`src/rtl/ifetch_bridge.sv`:
```
// Instruction-fetch bridge: PC stage to SRAM-like instruction bus.
// One transaction in flight, one-entry output buffer toward decode.
module ifetch_bridge #(
    parameter int ADDR_W = 32,
    parameter int DATA_W = 32
) (
    input  logic              clk,
    input  logic              rst,
    input  logic              fetch_en,
    input  logic [ADDR_W-1:0] fetch_pc,
    output logic              fetch_ready,
    input  logic              flush,
    input  logic              de_stall,
    output logic              inst_valid,
    output logic [DATA_W-1:0] inst,
    output logic [ADDR_W-1:0] inst_pc,
    output logic              inst_adel,
    output logic              inst_req,
    output logic [ADDR_W-1:0] inst_addr,
    input  logic              inst_addr_ok,
    input  logic              inst_data_ok,
    input  logic [DATA_W-1:0] inst_rdata
);

    typedef enum logic [1:0] {
        IDLE = 2'd0,
        REQ  = 2'd1,
        RESP = 2'd2,
        HOLD = 2'd3
    } state_t;

    state_t            state_q, state_d;
    logic              cancel_q, cancel_d;
    logic [ADDR_W-1:0] pc_q, pc_d;
    logic [ADDR_W-1:0] addr_q, addr_d;
    logic [DATA_W-1:0] inst_q, inst_d;
    logic              adel_q, adel_d;
    logic [ADDR_W-1:0] phys_addr;
    logic              misaligned;

    // kseg0/kseg1 fold onto the low 512 MB of physical space.
    always_comb begin
        phys_addr = fetch_pc;
        if (fetch_pc[ADDR_W-1 -: 2] == 2'b10) begin
            phys_addr = {3'b000, fetch_pc[ADDR_W-4:0]};
        end
    end

    assign misaligned = (fetch_pc[1:0] != 2'b00);

    always_ff @(posedge clk) begin
        if (rst) begin
            state_q  <= IDLE;
            cancel_q <= 1'b0;
            pc_q     <= '0;
            addr_q   <= '0;
            inst_q   <= '0;
            adel_q   <= 1'b0;
        end else begin
            state_q  <= state_d;
            cancel_q <= cancel_d;
            pc_q     <= pc_d;
            addr_q   <= addr_d;
            inst_q   <= inst_d;
            adel_q   <= adel_d;
        end
    end

    always_comb begin
        state_d  = state_q;
        cancel_d = cancel_q;
        pc_d     = pc_q;
        addr_d   = addr_q;
        inst_d   = inst_q;
        adel_d   = adel_q;
        unique case (state_q)
            IDLE: begin
                if (fetch_en) begin
                    pc_d = fetch_pc;
                    if (misaligned) begin
                        inst_d  = '0;
                        adel_d  = 1'b1;
                        state_d = HOLD;
                    end else begin
                        addr_d  = phys_addr;
                        state_d = REQ;
                    end
                end
            end
            REQ: begin
                // The bus must see the request through; a flush only marks it dead.
                if (flush) begin
                    cancel_d = 1'b1;
                end
                if (inst_addr_ok) begin
                    state_d = RESP;
                end
            end
            RESP: begin
                if (inst_data_ok) begin
                    if (cancel_q || flush) begin
                        cancel_d = 1'b0;
                        state_d  = IDLE;
                    end else begin
                        inst_d  = inst_rdata;
                        adel_d  = 1'b0;
                        state_d = HOLD;
                    end
                end else if (flush) begin
                    cancel_d = 1'b1;
                end
            end
            HOLD: begin
                if (flush || !de_stall) begin
                    state_d = IDLE;
                end
            end
            default: begin
                state_d = IDLE;
            end
        endcase
    end

    assign fetch_ready = ((state_q == HOLD) && !de_stall) || flush;
    assign inst_valid  = (state_q == HOLD);
    assign inst_req    = (state_q == REQ);
    assign inst_addr   = addr_q;
    assign inst        = inst_q;
    assign inst_pc     = pc_q;
    assign inst_adel   = adel_q;

endmodule

```
`config.mk`:
```
export PLATFORM = sky130hd
export DESIGN_NAME = ifetch_bridge
export DESIGN_NICKNAME = d
export VERILOG_FILES = /design/src/rtl/ifetch_bridge.sv
export SDC_FILE = /design/constraint.sdc
export NUM_CORES = 1
export LEC_CHECK = 0
export CAP_MARGIN = 20
export CORE_ASPECT_RATIO = 1.2
export CORE_MARGIN = 2
export CORE_UTILIZATION = 45
export DETAILED_ROUTE_END_ITERATION = 7
export GPL_TIMING_DRIVEN = 0
export PLACE_DENSITY = 0.85
export SKIP_CTS_REPAIR_TIMING = 1
export SLEW_MARGIN = 10
export SYNTH_ARGS = -nofsm -noshare
export SYNTH_HDL_FRONTEND = slang
export SYNTH_SLANG_ARGS = --single-unit
```
`constraint.sdc`:
```
create_clock -name clk -period 2.6 [get_ports clk]
set_clock_uncertainty 0.05 [all_clocks]
set_input_delay 0.39 -clock clk [delete_from_list [all_inputs] [get_ports clk]]
set_output_delay 0.39 -clock clk [all_outputs]
set_load 0.03 [all_outputs]
```
==> results.sh <==
export IMPL_slowest_delay_ns=0.66
export IMPL_cts_buffers=9
export IMPL_cp_start_kind="register"
export IMPL_dr_total_vias=3935
export IMPL_drc_errors=0
export IMPL_finalCriticalPeriod_ns=2.39
export IMPL_required_ns=2.16
export IMPL_ys_async_sr_fraction_pct=0
export IMPL_worstSetupStartpoint="state_q[0]"
export IMPL_core_um2=8560
export IMPL_cts_buffer_depth=2
export IMPL_switching_power_uw=978
export IMPL_area_growth_pct=51.4
export IMPL_diodes=0
export IMPL_gr_total_overflow=0
export IMPL_synth_top_cell_area_share_pct=50.7
export IMPL_setup_viol=0
export IMPL_hold_start="inst_pc[21]"
export IMPL_die_area_um2=9540
export IMPL_utilization_pct=69.7
export IMPL_fin_cells=761
export IMPL_globalRouteTotalUtil_pct=24.1
export IMPL_fin_setup_tns_ns=0
export IMPL_maxSlewHeadroom_pct=64.3
export IMPL_cts_sinks=100
export IMPL_synth_most_common_cell="dfxtp_1"
export IMPL_ir_drop_mv=0.411
export IMPL_row_count=37
export IMPL_clock_power_share_pct=29.1
export IMPL_ant_nets=0
export IMPL_synth_cell_types=30
export IMPL_first_iter_violations=131
export IMPL_place_hpwl_um=8970
export IMPL_cts_tree="built"
export IMPL_nets=711
export IMPL_yosys_warnings=0
export IMPL_crit_path_end_kind="output pin"
export IMPL_yosys_area_top_type="dfxtp_1"
export IMPL_drive_gt1_share_pct=4.97
export IMPL_outcome="finished, final reports clean"
export IMPL_fin_crit_sh_pct=91.8
export IMPL_regArea_um2=2000
export IMPL_synthTopCellsByCount="dfxtp_1, nand2_1, a21oi_1"
export IMPL_synth_area_leaders="dfxtp_1, a21oi_1, o32ai_1"
export IMPL_syn_area_um2=3950
export IMPL_drv_slew=0
export IMPL_r2r_start="state_q[0]"
export IMPL_viasPerCell=5.17
export IMPL_h_tree_depth=3
export IMPL_path_class="reg2out"
export IMPL_p_seq_share_pct=49.0
export IMPL_grt_first_pass_wirelength_um=18100
export IMPL_grt_max_degree=17
export IMPL_portBuffers=169
export IMPL_syn_area_per_cell_um2=8.58
export IMPL_initial_core_util_pct=46.1
export IMPL_ioPinCount=171
export IMPL_ys_seq_area_share_pct=50.7
export IMPL_slowest_stage="clkdlybuf4s50_1"
export IMPL_fp_dieW_um=89.5
export IMPL_crit_chain="clkbuf_1 > and2_1 > a21o_1 > clkdlybuf4s50_1"
export IMPL_internal_power_uw=2360
export IMPL_drt_pass1_iter_count=4
export IMPL_worst_slew_pin_slew_ns=0.536
export IMPL_die_y_um=107
export IMPL_clock_fmax_mhz=419
export IMPL_grt_setup_unrepaired="no"
export IMPL_synth_edff_count=0
export IMPL_grt_pass1_vias=3993
export IMPL_p_leak_uw=0.00213
export IMPL_cts_root_buf="clkbuf_8"
export IMPL_wl_um=11600
export IMPL_drv_cap=0
export IMPL_antenna_found_initial=0
export IMPL_multi_input_area_um2=1580
export IMPL_cp_max_fo=10
export IMPL_clk_pin_slew_ns=0.10
export IMPL_powerDensity_nw_per_um2=558
export IMPL_wl_per_cell_um=15.3
export IMPL_dpl_cell_count=746
export IMPL_clk_latency_ns=0.35
export IMPL_synth_nets=531
export IMPL_hold_path_class="reg2reg"
export IMPL_gp_congestion=0.823
export IMPL_critPathArrivalTime_ns=1.95
export IMPL_synth_seq_cells=100
export IMPL_netlist_instances=460
export IMPL_synthFlopType="dfxtp_1"
export IMPL_combPwrFrac_pct=21.8
export IMPL_sw_frac_of_total_pct=29.3
export IMPL_nFillCells=692
export IMPL_hold_viol=0
kinds of logic after synthesis:
family | Yosys count | synth area share, %
buf+inv | 81 | 9.16
simple gates | 144 | 17.8
mux | 1 | 0.666
compound gates | 134 | 21.7
flops | 100 | 50.7
critical path: cells and delay by family (launching register included):
family,cells,cell delay (ns)
buffers and inverters,2,0.94
flip-flops,1,0.32
AND/OR/NAND/NOR,1,0.20
AO/OA/AOI/OAI,1,0.12
flip-flops by register name, summed over array words and instances (netlist names):
register   flops
inst_addr     32
inst_pc       32
state_q        2
cancel_q       1
inst_adel      1
inst          32
layout by cell type, fill, tap and decap left out, types with 2 or more instances in the layout:
cell type / count
a21oi_1: 63
a221oi_1: 2
buf_1: 3
buf_2: 4
buf_6: 7
clkbuf_1: 30
clkbuf_8: 9
clkdlybuf4s50_1: 169
clkinv_2: 2
dfxtp_1: 100
inv_1: 37
nand2_1: 64
nand2b_1: 35
nand3_1: 28
nor2_1: 6
nor3b_1: 3
o21ai_0: 32
o32ai_1: 28
o32ai_2: 4
final cells by class:
type                       instances  share of cell area (%)
sequential                       100                    33.5
timing repair buffer             169                    28.3
multi-input combinational        279                    26.5
buffer                            44                    3.73
tap                              117                    2.45
inverter                          37                    2.33
clock buffer                       9                    2.07
clock inverter                     6                    1.09
path summary, 6_finish.rpt:
path                                      to  slack, ns  cells after the start
worst max register to register  inst_addr[6]       0.76                      6
worst min-delay path             inst_pc[21]       0.41                      2
worst min register to register   inst_pc[21]       0.41                      2
worst max-delay path             fetch_ready       0.21                      4
stage by stage:
stage                     hold slack (ns)  area [um2]  worst slack, ns  power [uW]
final                               0.408        5970            0.212        3330
after global routing                0.430        5970            0.115        3470
after CTS                           0.411        5970            0.208        3360
after detailed placement            0.397        5780            0.354        2400
after global placement              0.392        5780            0.392        2380
after floorplan                     0.421        3950            0.975        2070
per-layer routing:
metal	GRT usage (%)	routed length [um]
met4	8.85	251
met1	26.0	4440
met2	42.4	5800
met5	0	0
met3	8.47	1130
power by group through the flow:
stage / Combinational, uW / Sequential [uW] / Clock (uW)
4_1_cts: 730 / 1640 / 991
3_3_place_gp: 713 / 1670 / 0
3_5_place_dp: 726 / 1670 / 0
2_1_floorplan: 273 / 1790 / 0
6_report: 728 / 1630 / 972
5_1_grt: 783 / 1640 / 1050
(Power assumes the default switching activity.)
